--- config.mk ---
export PLATFORM = sky130hd
export DESIGN_NAME = seg_display_sched
export DESIGN_NICKNAME = d
export VERILOG_FILES = /design/src/rtl/seg_sched_pkg.sv /design/src/rtl/seg_tick_gen.sv /design/src/rtl/seg_display_sched.sv
export SDC_FILE = /design/constraint.sdc
export NUM_CORES = 1
export LEC_CHECK = 0
export BUFFER_PORTS_ARGS = -buffer_cell sky130_fd_sc_hd__buf_2
export CORE_ASPECT_RATIO = 0.8
export CORE_MARGIN = 2
export CORE_UTILIZATION = 50
export CTS_CLUSTER_SIZE = 8
export DETAILED_ROUTE_END_ITERATION = 10
export PLACE_DENSITY = 0.77
export SLEW_MARGIN = 20
export SYNTH_ARGS = -nofsm -noshare
export SYNTH_HDL_FRONTEND = slang
export SYNTH_SLANG_ARGS = --single-unit
--- constraint.sdc ---
create_clock -name clk -period 2.9 [get_ports clk]
set_input_delay 0.145 -clock clk [delete_from_list [all_inputs] [get_ports clk]]
set_output_delay 0.145 -clock clk [all_outputs]
set_load 0.005 [all_outputs]
--- src/rtl/seg_sched_pkg.sv ---
// Shared types and constants for the seven-segment display scheduler.
package seg_sched_pkg;

  typedef enum logic {BG, SHOW} state_t;

  localparam int unsigned REQ_BG    = 0;
  localparam int unsigned REQ_MSG   = 1;
  localparam int unsigned REQ_ALERT = 2;
  localparam int unsigned NREQ      = 3;

endpackage

--- src/rtl/seg_tick_gen.sv ---
// Free-running tick divider: tick is high while the count sits at TICK_DIV-1.
module seg_tick_gen #(
  parameter int unsigned TICK_DIV = 100000
) (
  input  logic clk,
  input  logic rst,
  input  logic clear,
  output logic tick
);

  localparam int unsigned W = $clog2(TICK_DIV);

  logic [W-1:0] cnt;

  assign tick = (cnt == W'(TICK_DIV - 1));

  always_ff @(posedge clk or posedge rst) begin
    if (rst) begin
      cnt <= '0;
    end else if (clear || tick) begin
      cnt <= '0;
    end else begin
      cnt <= cnt + 1'b1;
    end
  end

endmodule

--- src/rtl/seg_display_sched.sv ---
// Shares the 4-digit display between the background and two timed overlays.
// Optional: define SEG_SCHED_PREEMPT_EN to let requester 2 preempt requester 1.
module seg_display_sched
  import seg_sched_pkg::*;
#(
  parameter int unsigned TICK_DIV    = 100000,
  parameter int unsigned HOLD_TICKS  = 2000,
  parameter int unsigned BLINK_TICKS = 250
) (
  input  logic            clk,
  input  logic            rst,
  input  logic [NREQ-1:0] req,
  input  logic [15:0]     data0,
  input  logic [15:0]     data1,
  input  logic [15:0]     data2,
  input  logic [NREQ-1:0] blink_i,
  output logic [3:0]      in0,
  output logic [3:0]      in1,
  output logic [3:0]      in2,
  output logic [3:0]      in3,
  output logic            game,
  output logic            clk1,
  output logic [NREQ-1:0] gnt,
  output logic [NREQ-1:0] done,
  output logic            busy
);

  localparam int unsigned HW = $clog2(HOLD_TICKS + 1);
  localparam int unsigned BW = (BLINK_TICKS > 1) ? $clog2(BLINK_TICKS) : 1;

  state_t          state;
  logic [HW-1:0]   hold;
  logic [BW-1:0]   blink_cnt;
  logic            phase;
  logic            phase_next;
  logic            blink_lat;
  logic            tick;
  logic            clear;
  logic            grant;
  logic            preempt;
  logic [NREQ-1:0] next_gnt;
  logic [15:0]     next_data;
  logic            next_blink;

  seg_tick_gen #(.TICK_DIV(TICK_DIV)) u_tick (
    .clk   (clk),
    .rst   (rst),
    .clear (clear),
    .tick  (tick)
  );

  always_comb begin
    next_gnt   = req[REQ_ALERT] ? NREQ'(3'b100) : NREQ'(3'b010);
    next_data  = req[REQ_ALERT] ? data2 : data1;
    next_blink = req[REQ_ALERT] ? blink_i[REQ_ALERT] : blink_i[REQ_MSG];
    grant      = (state == BG) && (req[REQ_ALERT] || req[REQ_MSG]);
`ifdef SEG_SCHED_PREEMPT_EN
    preempt    = (state == SHOW) && gnt[REQ_MSG] && req[REQ_MSG] && req[REQ_ALERT];
`else
    preempt    = 1'b0;
`endif
    clear      = grant || preempt;
    phase_next = (tick && (blink_cnt == BW'(BLINK_TICKS - 1))) ? ~phase : phase;
  end

  // Blink counter and phase run every cycle; a grant overrides them below.
  always_ff @(posedge clk or posedge rst) begin
    if (rst) begin
      state     <= BG;
      hold      <= '0;
      blink_cnt <= '0;
      phase     <= 1'b0;
      blink_lat <= 1'b0;
      {in3, in2, in1, in0} <= '0;
      game      <= 1'b0;
      clk1      <= 1'b0;
      gnt       <= '0;
      done      <= '0;
      busy      <= 1'b0;
    end else begin
      done  <= '0;
      phase <= phase_next;
      if (tick) begin
        blink_cnt <= (blink_cnt == BW'(BLINK_TICKS - 1)) ? '0 : blink_cnt + 1'b1;
      end
      if (grant || preempt) begin
        state     <= SHOW;
        gnt       <= next_gnt;
        busy      <= 1'b1;
        {in3, in2, in1, in0} <= next_data;
        blink_lat <= next_blink;
        game      <= next_blink;
        clk1      <= 1'b0;
        hold      <= HW'(HOLD_TICKS);
        blink_cnt <= '0;
        phase     <= 1'b0;
      end else if (state == BG) begin
        {in3, in2, in1, in0} <= data0;
        game <= blink_i[REQ_BG];
        clk1 <= blink_i[REQ_BG] & phase_next;
      end else if ((req & gnt) == '0) begin
        // Granted requester withdrew: abort without a completion pulse.
        state <= BG;
        gnt   <= '0;
        busy  <= 1'b0;
      end else begin
        clk1 <= blink_lat & phase_next;
        if (tick) begin
          if (hold == HW'(1)) begin
            done  <= gnt;
            state <= BG;
            gnt   <= '0;
            busy  <= 1'b0;
          end else begin
            hold <= hold - 1'b1;
          end
        end
      end
    end
  end

endmodule

* Word level (Yosys, flattened, before mapping)
Cells that the tools add are included.
Word-level totals: flip-flop bits (word level) 64, input port bits 56, output and inout port bits 25, word-level logic and storage cells 88
Cells by class: $add $sub $neg 3, equal/unequal tests 7, multiplexer cells 47, bitwise logic cells 5, reductions and logical operators 11
Operators with widths (number):
- $mux 11 | 5
- $mux 3 | 11
- $mux 4 | 8
- $mux 8 | 3
- $mux 1 | 18
- $add 17x1->17 const B | 1
- $eq 17x17->1 const B | 1
- $mux 17 | 1
- $mux 16 | 1
- $eq 11x1->1 const B | 1
- $sub 11x1->11 const B | 1
- $add 8x1->8 const B | 1
- $eq 8x8->1 const B | 1
- $ne 2x1->1 const B | 3
- $reduce_bool 3->1 | 2
- $reduce_and 4->1 | 1
- $reduce_bool 2->1 | 2
- $and 3x3->3 | 1
- $logic_not 3->1 | 1
- $ne 3x2->1 const B | 1
- $reduce_and 3->1 | 1
- $and 1x1->1 | 2
- $logic_and 1x1->1 | 2
- $logic_or 1x1->1 | 2
- $not 1->1 | 2

* Depth between registers and ports, before layout
word-level depth 7, gate-level depth with buffers 7, depth with buffers taken out 6

* Cells and area by module
From an unflattened synthesis, not the netlist that was laid out.
Unflattened totals: cells, all modules 356, area, all modules 3338.2 um^2
By module, submodules not included:
- seg_display_sched | instances 1, cells an instance 266, area an instance 2461.1 um^2, seq. area each 1126.1 um^2
- seg_tick_gen | instances 1, cells an instance 90, area an instance 877.1 um^2, seq. area each 425.4 um^2

* Worst setup path after synthesis
No wires, ideal clock.
path kind flip-flop to flip-flop, from reg u_tick.cnt[0], to reg hold[4], library setup time 0.079 ns, arrival time 1.889 ns, data required time 2.821 ns, path slack 0.932 ns, cell stages (with the launch flop) 8, buffers on the path 2, period minus slack after synthesis 1.968 ns, cell sequence dfrtp_1 -> ha_1 -> and4_1 -> clkbuf_1 -> nand4_2 -> clkbuf_1 -> nor4_1 -> mux2i_1
On the way: longest elaborated chain between the ends 3
RTL lines:
- start: declaration | RTL line seg_tick_gen.sv:13 | logic [W-1:0] cnt;
- start signal: assignment | RTL line seg_tick_gen.sv:23 | cnt <= cnt + 1'b1;
- $eq 17x17->1 | RTL line seg_tick_gen.sv:15 | assign tick = (cnt == W'(TICK_DIV - 1));
- $reduce_bool 2->1 (no source line)
- $reduce_and 4->1 (no source line)
- end signal: assignment | RTL line seg_display_sched.sv:94 | hold <= HW'(HOLD_TICKS);
- end signal: assignment | RTL line seg_display_sched.sv:115 | hold <= hold - 1'b1;
- end: declaration | RTL line seg_display_sched.sv:32 | logic [HW-1:0] hold;
No other way between the ends. A chain may end at the register's enable or synchronous reset.

* Worst setup path after layout
from reg u_tick.cnt[11], to reg hold[10]
The elaborated chain is that of the path after synthesis.

==> impl_metrics.csv <==
group,metric,value,unit
status,run_status,"finished clean",
clocking,cts_tree,"built",
synthesis,synth_cells,380,
sta,finalSetupTns,0,ns
routing,vias,3021,
grt,grt_max_degree,44,
routing,wl,7.68,mm
power,max-vdd-ir-drop,0.384,mV
synthesis,synth_cell_types,49,
sta,worstMarginPinSlew,0.719,ns
routing,first_iter_violations,152,
grt,grt_usage,21.5,%
sta,clock_skew,0.00736,ns
layout,post-route-util,62.7,%
die,core_region_area,6510,um^2
sta,fmax,445,MHz
layout,final_nets,514,
worst_setup_path,cp_max_fo,17,
clocking,cts_buffers,9,
layout,drive_gt1_share,22.3,%
sta,period_share,77.5,%
hold_path,hp-start,"data2[3]",
worst_setup_path,rrSetupSlack,0.65,ns
worst_setup_path,reg2regPathDepth,4,
layout,area_delta_synth_final,19.0,%
sta,period_needed,2.25,ns
synthesis,synth_seq_cells,62,
sta,rsz0062_at_grt,"false",
synthesis,yosysTopAreaCell,"dfrtp_1",
die,num_rows,26,
grt,gr-total-overflow,0,
synthesis,synth_top_area_share,45.2,%
placement,dp_hpwl,5.44,mm
grt,grt_pass1_vias,2821,
placement,io_buffers,77,
synthesis,ys_warn_count,0,
sta,hold_viol,0,
power,total_power,2.65,mW
routing,drc,0,
power,power.leakage,1.86,nW
worst_setup_path,worstPathRequired,3.17,ns
die,fp.dieW,96.6,um
clocking,cts_sinks,62,
placement,dpl_worst_slack,0.655,ns
clocking,cts_root_buf,"clkbuf_8",
sta,max_slew_margin,52.0,%
sta,drv_slew,0,
hold_path,hold_path_depth,3,
worst_setup_path,r2r_end,"hold[10]",
routing,ant_nets,0,
grt,grt_pass1_wl,13.2,mm
synthesis,seq_area_frac_synth,45.2,%
die,die_height,78.1,um
routing,dr.pass1.iters,4,
clocking,htreeDepth,3,
clocking,path_clk_slew,0.07,ns
die,boundaryPins,81,
clocking,ctsResizeCount,0,
worst_setup_path,arrival,2.51,ns
clocking,postCtsSetupRepairBufs,0,
layout,fillCellCount,547,
routing,vias_per_cell,5.58,
worst_setup_path,rr_startpoint,"u_tick.cnt[11]",
die,initial_core_util,52.7,%
synthesis,synthArstFlopShare,100,%
sta,setup_ws,0.651,ns
synthesis,synth_flop_cell,"dfrtp_1",
layout,diodes,0,
worst_setup_path,start_kind,"flip-flop",
synthesis,synth_area_leaders,"dfrtp_1 (45%), mux2i_1 (7.6%), nor2_1 (4.5%)",
hold_path,hold-path-endpoint,"in0[3]",
placement,gp_congestion,0.874,
die,dieArea,7540,um^2
clocking,cts_buffer_depth,2,
grt,antenna_found_initial,0,
hold_path,hp-class,"in -> reg",
clocking,insertion_delay,0.34,ns
power,p_per_area,650,nW/um^2
synthesis,synth.cell_area,3430,um^2
worst_setup_path,worst-setup-path-type,"reg -> reg",
routing,wl_per_cell,14.2,um
synthesis,synth-edff-count,0,
run,maxCapViolCount,0,
sta,setup_violations,0,
worst_setup_path,cp-end-kind,"flip-flop",
synthesis,avgSynthCellArea,9.03,um^2
timing repair:
item                                   4_1_cts  5_1_grt
hold buffers                                 1        0
setup endpoints to repair                    0        0
endpoints found under the hold margin       34        0
state kept, by name (all words and copies together) (netlist names):
signal      cells
in1             4
blink_lat       1
phase           1
gnt             2
busy            1
game            1
in0             4
clk1            1
done            2
hold           11
u_tick.cnt     17
state           1
blink_cnt       8
in2             4
in3             4
layer usage:
| metal | track usage [%] | vias up | wire length (um) | share of wire [%] |
|---|---|---|---|---|
| li1 | - | 1512 | - | - |
| met1 | 28.9 | 1422 | 3480 | 45 |
| met2 | 34.0 | 76 | 3650 | 48 |
| met3 | 7.12 | 11 | 440 | 5.7 |
| met4 | 5.07 | 0 | 106 | 1.4 |
| met5 | 0 | - | 0 | 0 |
worst max path at each step:
| stage | depth (start not counted) | to | start | slack, ns |
|---|---|---|---|---|
| after floorplan | 7 | hold[4] | u_tick.cnt[0] | 0.93 |
| after global placement | 5 | hold[10] | u_tick.cnt[0] | 0.77 |
| after detailed placement | 4 | hold[10] | u_tick.cnt[11] | 0.65 |
| after CTS | 4 | hold[10] | u_tick.cnt[11] | 0.67 |
| after global routing | 4 | hold[10] | u_tick.cnt[11] | 0.46 |
| final | 4 | hold[10] | u_tick.cnt[11] | 0.65 |
synthesized netlist by cell type, types with 9 or more instances:
cell	instances
dfrtp_1	62
nor2_1	41
nand2_1	39
o21ai_0	30
mux2i_1	26
a21oi_1	24
clkbuf_1	16
nand3_1	13
inv_1	11
nand4_1	10
nor4_1	10
or3_1	9
area by class of cell:
cell class              instances  area (um^2)  area share (%)
well taps                      84          105            2.57
flip-flops and latches         62         1550            38.0
multi-input cells             286         1750            42.8
clock inverters                 5         75.1            1.84
repair buffers                 83          433            10.6
inverters                      11         41.3            1.01
clock buffers                  10          128            3.13
stage by stage:
step / hold WS [ns] / instance area, um^2 / std cells
floorplan: 0.341 / 3430 / 381
global placement: 0.310 / 3870 / 525
detailed placement: 0.312 / 3870 / 525
CTS: 0.0776 / 4080 / 541
global route: 0.0960 / 4080 / 541
finish: 0.0843 / 4080 / 541
layout by cell type, fill, tap and decap left out, types with 13 or more instances in the layout:
| master | netlist | final |
|---|---|---|
| buf_2 | 2 | 77 |
| dfrtp_1 | 62 | 62 |
| nor2_1 | 41 | 41 |
| nand2_1 | 39 | 39 |
| o21ai_0 | 30 | 30 |
| mux2i_1 | 26 | 26 |
| a21oi_1 | 24 | 24 |
| nand3_1 | 13 | 13 |
power by group:
part / leakage, nW / switching, mW / internal [mW]
clock network: 0.106 / 0.322 / 0.474
logic: 0.960 / 0.441 / 0.285
registers: 0.796 / 0.0982 / 1.03
total: 1.86 / 0.861 / 1.79
worst max-delay path, stage by stage (launching register included):
cell,delay [ns]
dfrtp_1,0.45
nor4b_2,0.46
nand4_2,0.46
or4_1,0.63
o211ai_1,0.16
cell families (layout without fill, tap and decap cells):
family          count (synthesis)  in the layout  synth area share [%]
compound gates                 78             78                  13.1
xor+xnor                       12             12                  3.06
fa+ha+maj                       5              5                  1.82
buf+inv                        33            109                  3.90
flops                          62             62                  45.2
mux                            26             26                  7.59
other cells                     1              2                 0.109
simple gates                  163            163                  25.2
Note: power is estimated with default switching activity, not from simulation.
